File: src/rtl/window_pkg.sv
// Shared types and sizing helpers for the window accumulator and its output slice.
package window_pkg;

   localparam int DEF_DATA_W = 8;
   localparam int DEF_WINDOW = 4;
   localparam int DEF_SEQ_W  = 8;

   typedef enum logic {
      BUF_EMPTY = 1'b0,
      BUF_FULL  = 1'b1
   } buf_state_e;

   // Sum width that cannot overflow for WINDOW samples of DATA_W bits.
   function automatic int sum_width(input int data_w, input int window);
      return data_w + $clog2(window);
   endfunction

endpackage

File: src/rtl/result_holding_reg.sv
// Single-entry valid/ready register slice; reloads in the consume cycle so
// back-to-back results flow without a bubble.
module result_holding_reg
   import window_pkg::*;
#(
   parameter int PAYLOAD_W = 19
) (
   input  logic                 clk,
   input  logic                 rst_n,
   input  logic                 load_i,
   input  logic [PAYLOAD_W-1:0] data_i,
   input  logic                 ready_i,
   output logic                 valid_o,
   output logic [PAYLOAD_W-1:0] data_o
);

   buf_state_e           state_q, state_d;
   logic [PAYLOAD_W-1:0] data_q, data_d;

   // Buffer state and held payload registers.
   always_ff @(posedge clk) begin
      if (!rst_n) begin
         state_q <= BUF_EMPTY;
         data_q  <= {PAYLOAD_W{1'b0}};
      end else begin
         state_q <= state_d;
         data_q  <= data_d;
      end
   end

   // Next-state: load on completion, drain on consume, reload when both coincide.
   always_comb begin
      state_d = state_q;
      data_d  = data_q;
      case (state_q)
         BUF_EMPTY: begin
            if (load_i) begin
               state_d = BUF_FULL;
               data_d  = data_i;
            end else begin
               state_d = BUF_EMPTY;
            end
         end
         BUF_FULL: begin
            if (ready_i && load_i) begin
               state_d = BUF_FULL;
               data_d  = data_i;
            end else if (ready_i) begin
               state_d = BUF_EMPTY;
            end else begin
               state_d = BUF_FULL;
            end
         end
         default: begin
            state_d = BUF_EMPTY;
            data_d  = {PAYLOAD_W{1'b0}};
         end
      endcase
   end

   assign valid_o = (state_q == BUF_FULL);
   assign data_o  = data_q;

endmodule

File: src/rtl/window_accumulator.sv
// Sums non-overlapping windows of WINDOW accepted samples and hands each sum,
// an all-zero flag and a sequence number to a single-entry output slice.
module window_accumulator
   import window_pkg::*;
#(
   parameter int DATA_W = DEF_DATA_W,
   parameter int WINDOW = DEF_WINDOW,
   parameter int SEQ_W  = DEF_SEQ_W
) (
   input  logic                                  clk,
   input  logic                                  rst_n,
   input  logic [DATA_W-1:0]                     in_data,
   input  logic                                  in_valid,
   output logic                                  in_ready,
   output logic [sum_width(DATA_W, WINDOW)-1:0]  out_sum,
   output logic                                  out_zero,
   output logic [SEQ_W-1:0]                      out_seq,
   output logic                                  out_valid,
   input  logic                                  out_ready
);

   localparam int                SUM_W    = sum_width(DATA_W, WINDOW);
   localparam int                CNT_W    = $clog2(WINDOW);
   localparam int                PAY_W    = SUM_W + 1 + SEQ_W;
   localparam logic [CNT_W-1:0]  LAST_CNT = CNT_W'(WINDOW - 1);

   logic [SUM_W-1:0] acc_q, acc_d;
   logic [CNT_W-1:0] cnt_q, cnt_d;
   logic             all_zero_q, all_zero_d;
   logic [SEQ_W-1:0] seq_q, seq_d;

   logic             last_slot_s, accept_s, complete_s, win_zero_s;
   logic [SUM_W-1:0] win_sum_s;
   logic [PAY_W-1:0] payload_s, held_s;

   // Accumulator, slot counter, zero tracker and window sequence registers.
   always_ff @(posedge clk) begin
      if (!rst_n) begin
         acc_q      <= {SUM_W{1'b0}};
         cnt_q      <= {CNT_W{1'b0}};
         all_zero_q <= 1'b1;
         seq_q      <= {SEQ_W{1'b0}};
      end else begin
         acc_q      <= acc_d;
         cnt_q      <= cnt_d;
         all_zero_q <= all_zero_d;
         seq_q      <= seq_d;
      end
   end

   // Only the last slot stalls, and only while a result is pending and not leaving.
   always_comb begin
      last_slot_s = (cnt_q == LAST_CNT);
      in_ready    = !(out_valid && !out_ready && last_slot_s);
      accept_s    = in_valid && in_ready;
      complete_s  = accept_s && last_slot_s;
      win_sum_s   = acc_q + SUM_W'(in_data);
      win_zero_s  = all_zero_q && (in_data == {DATA_W{1'b0}});
      acc_d       = acc_q;
      cnt_d       = cnt_q;
      all_zero_d  = all_zero_q;
      seq_d       = seq_q;
      if (complete_s) begin
         acc_d      = {SUM_W{1'b0}};
         cnt_d      = {CNT_W{1'b0}};
         all_zero_d = 1'b1;
         seq_d      = seq_q + SEQ_W'(1);
      end else if (accept_s) begin
         acc_d      = win_sum_s;
         cnt_d      = cnt_q + CNT_W'(1);
         all_zero_d = win_zero_s;
      end else begin
         acc_d      = acc_q;
      end
   end

   assign payload_s = {win_sum_s, win_zero_s, seq_q};

   result_holding_reg #(
      .PAYLOAD_W (PAY_W)
   ) u_hold (
      .clk     (clk),
      .rst_n   (rst_n),
      .load_i  (complete_s),
      .data_i  (payload_s),
      .ready_i (out_ready),
      .valid_o (out_valid),
      .data_o  (held_s)
   );

   assign {out_sum, out_zero, out_seq} = held_s;

endmodule

File: config.mk
export PLATFORM = sky130hd
export DESIGN_NAME = window_accumulator
export DESIGN_NICKNAME = d
export VERILOG_FILES = /design/src/rtl/window_pkg.sv /design/src/rtl/result_holding_reg.sv /design/src/rtl/window_accumulator.sv
export SDC_FILE = /design/constraint.sdc
export NUM_CORES = 1
export LEC_CHECK = 0
export BUFFER_PORTS_ARGS = -buffer_cell sky130_fd_sc_hd__buf_2
export CORE_MARGIN = 5
export CORE_UTILIZATION = 40
export CTS_CLUSTER_DIAMETER = 50
export DETAILED_ROUTE_END_ITERATION = 16
export SYNTH_ARGS = -nofsm -noshare
export SYNTH_HDL_FRONTEND = slang
export SYNTH_HIERARCHICAL = 1
export SYNTH_SLANG_ARGS = --single-unit
export TNS_END_PERCENT = 20
File: constraint.sdc
create_clock -name clk -period 1.9 [get_ports clk]
set_input_delay 0.19 -clock clk [delete_from_list [all_inputs] [get_ports clk]]
set_output_delay 0.19 -clock clk [all_outputs]
set_load 0.01 [all_outputs]
# Word level (Yosys, flattened, before mapping)
# Cells that the tools add are included.
# totals
register_bits	41
inputBits	12
output_inout_bits	21
wordCells	32
# classes
add_sub_neg	3
eq_ne	3
mux	7
bitwise	2
reduce_logical	11
# op_table
op	count
2-to-1 mux 19 bit	2
one-hot mux 19 bit (2 select lines)	1
adder 10 x 8 -> 10 bit	1
adder 8 x 1 -> 8 bit (second input constant)	1
logical NOT 8 bit	1
logical AND 1 bit	6
2-to-1 mux 1 bit	3
adder 2 x 1 -> 2 bit (second input constant)	1
equality test 2 bit (second input constant)	1
logical NOT 1 bit	2
!= test 2 x 1 -> 1 bit (second input constant)	1
!= test 2 bit (second input constant)	1
inverter 1 bit	2
one-hot mux 1 bit (2 select lines)	1
AND reduction 2 bit	1
OR reduction 2 bit	1

# Logic depth before layout (Yosys ltp)
# logic_depth
ltp_word	9
mapped_depth	10
mapped_depth_nobuf	10

# Cells and area by module
# The synthesis kept the hierarchy.
# modules_own_cells
module	instances	cells_each	area_each_um2	seq_area_each_um2
window_accumulator	1	138	1246.2	420.4
result_holding_reg	1	86	812.0	400.4

# Worst setup path after synthesis
# Ideal clock, no wire load.
# synth_timing
path_kind	flip-flop to flip-flop
start	register acc_q[0]
end	register u_hold.data_q[17] (netlist: u_hold/data_o[17])
setup_time_ns	0.072
arrival_ns	1.716
required_ns	1.828
slack_ns	0.112
stages_incl_launch_ff	11
path_buffers	0
period_less_slack_ns	1.788
cell_sequence	dfxtp_1 -> ha_1 -> inv_1 -> fa_1 -> nor2b_1 -> o2111ai_1 -> a21oi_1 -> nor2_1 -> xnor2_1 -> nand2_1 -> mux2i_1
# synth_between
elab_chain_len	3
elab_cells_between_ends	4
cone_classes	1 x add/sub; 3 x mux
# synth_lines
element	line	text
start: declaration	window_accumulator.sv:27	logic [SUM_W-1:0] acc_q, acc_d;
start signal: assignment	window_accumulator.sv:39	acc_q <= {SUM_W{1'b0}};
adder 10 x 8 -> 10 bit (*)	window_accumulator.sv:57	win_sum_s = acc_q + SUM_W'(in_data);
named net win_sum_s[8]	window_accumulator.sv:33	logic [SUM_W-1:0] win_sum_s;
2-to-1 mux 19 bit (on tied branches)	result_holding_reg.sv:45, result_holding_reg.sv:37	
one-hot mux 19 bit (2 select lines) (*)	result_holding_reg.sv:35	case (state_q)
end signal: assignment	result_holding_reg.sv:24	data_q <= {PAYLOAD_W{1'b0}};
end signal: assignment	result_holding_reg.sv:27	data_q <= data_d;
end: declaration	result_holding_reg.sv:18	logic [PAYLOAD_W-1:0] data_q, data_d;
# The timed path passes the listed nets; every way through them passes the cells marked *. The select of a mux whose other input is x is not followed.
# A chain may end at the register's enable or synchronous reset.

# Worst setup path in the final report
# Ends and elaborated chain as after synthesis.

==> flow_summary.json <==
{
  "placement.io_buffers": 32,
  "ir_drop_mv": 0.545,
  "endpoints_failing_hold": 0,
  "firstDrtPassIters": 4,
  "seq_power_share_pct": 49.8,
  "worstSetupEndpointType": "flop",
  "die_h_um": 81.7,
  "p_total_uw": 1840,
  "yosys.area.top_type_share_pct": 39.9,
  "power.internal_uw": 1340,
  "clockBufferDepth": 2,
  "report.final.slew_viol_count": 0,
  "initial_standard_cell_utilization_of_the_core_pct": 40.8,
  "first_pass_grt_wire_length_um": 6940,
  "outcome": "finished clean",
  "data_required_critical_path_ps": 2120,
  "cell_chosen_for_the_clock_root": "sky130_fd_sc_hd__clkbuf_8",
  "place_hpwl_um": 3050,
  "pwr-share-clk_pct": 31.1,
  "layout_worst_path_cycle_share_pct": 95.6,
  "critical_path.cell_chain": "ha_4 -> inv_2 -> fa_2 -> nor2b_2 -> o2111ai_2 -> a21oi_2 -> nor2_1 -> xnor2_1 -> nand2_1 -> mux2i_1",
  "worst-setup-path-type": "flop to flop",
  "synth-seq-cells": 41,
  "rsz0062_at_grt": "yes",
  "cts_tree": "done",
  "design.die.area_um2": 6680,
  "combPwrFrac_pct": 19.1,
  "wirelength_met1_um": 1990,
  "globalRouteOverflowTotal": 0,
  "route.detailed.drc": 0,
  "setup_ws_ps": 83.3,
  "timing.final.setup_violations": 0,
  "power.share.switching_pct": 27.3,
  "setup_total_neg_slack_ps": 0,
  "yosys-top-cells-area": "sky130_fd_sc_hd__dfxtp_1 40%, sky130_fd_sc_hd__mux2i_1 9.7%, sky130_fd_sc_hd__nand2_1 9.7%",
  "synth_compound_gate_area_share_pct": 12.2,
  "dieWidth_um": 81.7,
  "viasPerCell": 4.81,
  "via_count": 1587,
  "ctsHtreeMaxLevel": 2,
  "cap_violations": 0,
  "worst_ep_arrival_time_ps": 2030,
  "placement.setup.worst_slack_ps": 24.4,
  "via_count_of_the_first_global_routing_pass": 1435,
  "diodes": 0,
  "cellPowerDensity_nw_per_um2": 762,
  "grt_max_degree": 42,
  "cts_buffers": 5,
  "netlist-cell-type-count": 47,
  "rows": 26,
  "synth_adder_area_share_pct": 7.05,
  "yosys.area_share.xor_xnor_pct": 6.81,
  "slew_headroom_pct": 67.5,
  "post_synth_instance_area_um2": 2060,
  "synth_top_family_by_area": "simple AND/OR/NAND/NOR gates",
  "clock_sinks": 41,
  "routed.top_layer": "met4",
  "tightest_slew_ps": 483,
  "syn_to_final_growth_pct": 17.3,
  "cellLeakagePower_uw": 0.00104,
  "met3RoutedLength_um": 210,
  "critical-path-top-delay-family": "adder cells",
  "synthCells": 224,
  "detailedRoute.firstIterationViolations": 86,
  "floorplan.io_pins": 33,
  "placer_s_final_routability_congestion_estimate": 0.818,
  "syn_nets": 247,
  "synth.largest_area_cell": "sky130_fd_sc_hd__dfxtp_1",
  "muxShareOfSynthArea_pct": 9.73,
  "wl_per_cell_um": 12.7,
  "routed_wl_um": 4200,
  "fraction_of_layout_instances_using_a_drive_strength_above_1_pct": 23.8,
  "final_hold_slack_ps": 242,
  "critPathLaunchType": "flop",
  "critical_path_peak_fanout": 2,
  "clk_transition_reported_paths_ps": 70,
  "syn_avg_cell_area_um2": 9.19,
  "synth-warning-count": 6,
  "clk-insertion-delay-late_ps": 280,
  "timing.fmax_mhz": 550,
  "skew_ps": 3.49,
  "nets": 283,
  "total_switching_power_uw": 501,
  "hp-class": "primary input to flop",
  "initial_antenna_violation_count": 0,
  "cp_slowest_stage_delay_ps": 350,
  "met2_wirelength_um": 1950,
  "core_region_area_um2": 5040,
  "ant_nets": 0,
  "final.min_clock_period_ps": 1820,
  "worstPathBufferInverterCount": 1,
  "yosysSeqAreaShare_pct": 39.9,
  "slowest_stage": "sky130_fd_sc_hd__dfxtp_2",
  "yosys.area_share.simple_pct": 20.2,
  "globalRouteTotalUtil_pct": 13.5
}
-- final timing paths --
check,startpoint,endpoint,slack [ps],cells past startpoint
hold reg to reg,all_zero_q,all_zero_q,450,1
setup reg to reg,acc_q[0],u_hold/data_o[17],80,10
hold / removal,rst_n,u_hold/data_o[15],240,3
setup / recovery,acc_q[0],u_hold/data_o[17],80,10
-- state kept, by name, summed over array words and instances, names as in the netlist --
signal          flops
u_hold/data_o      19
acc_q              10
seq_q               8
cnt_q               2
all_zero_q          1
u_hold/valid_o      1
-- cell usage in the layout, fill, tap and decap left out, types with 3 or more instances in the layout --
cell type,netlist,routed
sky130_fd_sc_hd__nand2_1,53,53
sky130_fd_sc_hd__ha_1,10,9
sky130_fd_sc_hd__nor4_1,3,3
sky130_fd_sc_hd__clkbuf_8,0,6
sky130_fd_sc_hd__a21o_1,3,3
sky130_fd_sc_hd__a22o_1,4,4
sky130_fd_sc_hd__a21oi_1,6,5
sky130_fd_sc_hd__nor2_1,7,7
sky130_fd_sc_hd__buf_4,1,5
sky130_fd_sc_hd__o21ai_0,4,4
sky130_fd_sc_hd__nand3_1,4,4
sky130_fd_sc_hd__xor2_1,4,4
sky130_fd_sc_hd__dfxtp_1,41,40
sky130_fd_sc_hd__buf_2,3,32
sky130_fd_sc_hd__inv_1,5,4
sky130_fd_sc_hd__and2_1,6,6
sky130_fd_sc_hd__mux2i_1,20,20
sky130_fd_sc_hd__xnor2_1,12,12
-- power by group through the flow --
stage,clock [uW],sequential [uW],combinational (uW)
final,572,916,350
after global routing,625,921,395
after CTS,595,915,342
after detailed placement,0,936,340
after global placement,0,935,337
after floorplan,0,932,259
-- stage by stage --
| stage | instances | instance area (um2) | util (%) |
|---|---|---|---|
| after floorplan | 224 | 2060 | - |
| after global placement | 323 | 2300 | 45.6 |
| after detailed placement | 323 | 2300 | 45.6 |
| after CTS | 330 | 2380 | 47.3 |
| after global routing | 330 | 2410 | 47.9 |
| final | 330 | 2410 | 47.9 |
-- worst reg2reg max path, delay by kind of cell (launching register included) --
family,cells,cell delay (ps)
XOR/XNOR,1,150
flip-flops,1,350
multiplexers,1,130
adder cells (fa/ha/maj),2,470
AO/OA/AOI/OAI,2,330
buffers and inverters,1,30
AND/OR/NAND/NOR,3,290
-- synthesized netlist by cell type (all sizes together) --
library cell / number
o21a: 2
a211o: 2
a41o: 1
nand4: 2
xnor2: 12
a22o: 4
mux2i: 20
xor2: 4
inv: 5
a311oi: 1
o2111ai: 1
and3b: 1
clkbuf: 3
nor4: 3
nor3: 1
a211oi: 2
nor2: 7
nand2: 54
ha: 10
buf: 6
and2: 7
o21ba: 1
or2: 1
o21ai: 5
o211a: 1
fa: 1
a21boi: 1
o211ai: 1
a21oi: 7
nor2b: 5
nand3: 4
and3: 3
a21o: 4
dfxtp: 41
a31oi: 1
-- cell families after synthesis --
group,count (synthesis)
simple gates,88
flops,41
compound gates,34
mux,20
xor+xnor,16
buf+inv,14
fa+ha+maj,11
-- layout make-up --
type / instances / area (um2)
Clock buffer: 7 / 86.3
Fill cell: 504 / 2630
Inverter: 5 / 18.8
Multi-Input combinational cell: 169 / 1180
Sequential cell: 41 / 822
Tap cell: 70 / 87.6
Timing Repair Buffer: 38 / 218
-- layer usage --
metal | track usage [%] | vias up
li1 | - | 834
met1 | 17.6 | 720
met2 | 21.4 | 28
met3 | 3.62 | 5
met4 | 4.98 | 0
met5 | 0 | -
-- repair_timing --
action,in CTS,in global routing
hold buffers,0,0
setup endpoints to repair,1,4
buffers inserted,0,0
pin swaps,1,2
gates cloned,0,0
endpoints found under the hold margin,0,0
gates resized for setup,0,8
(Power assumes the default switching activity.)
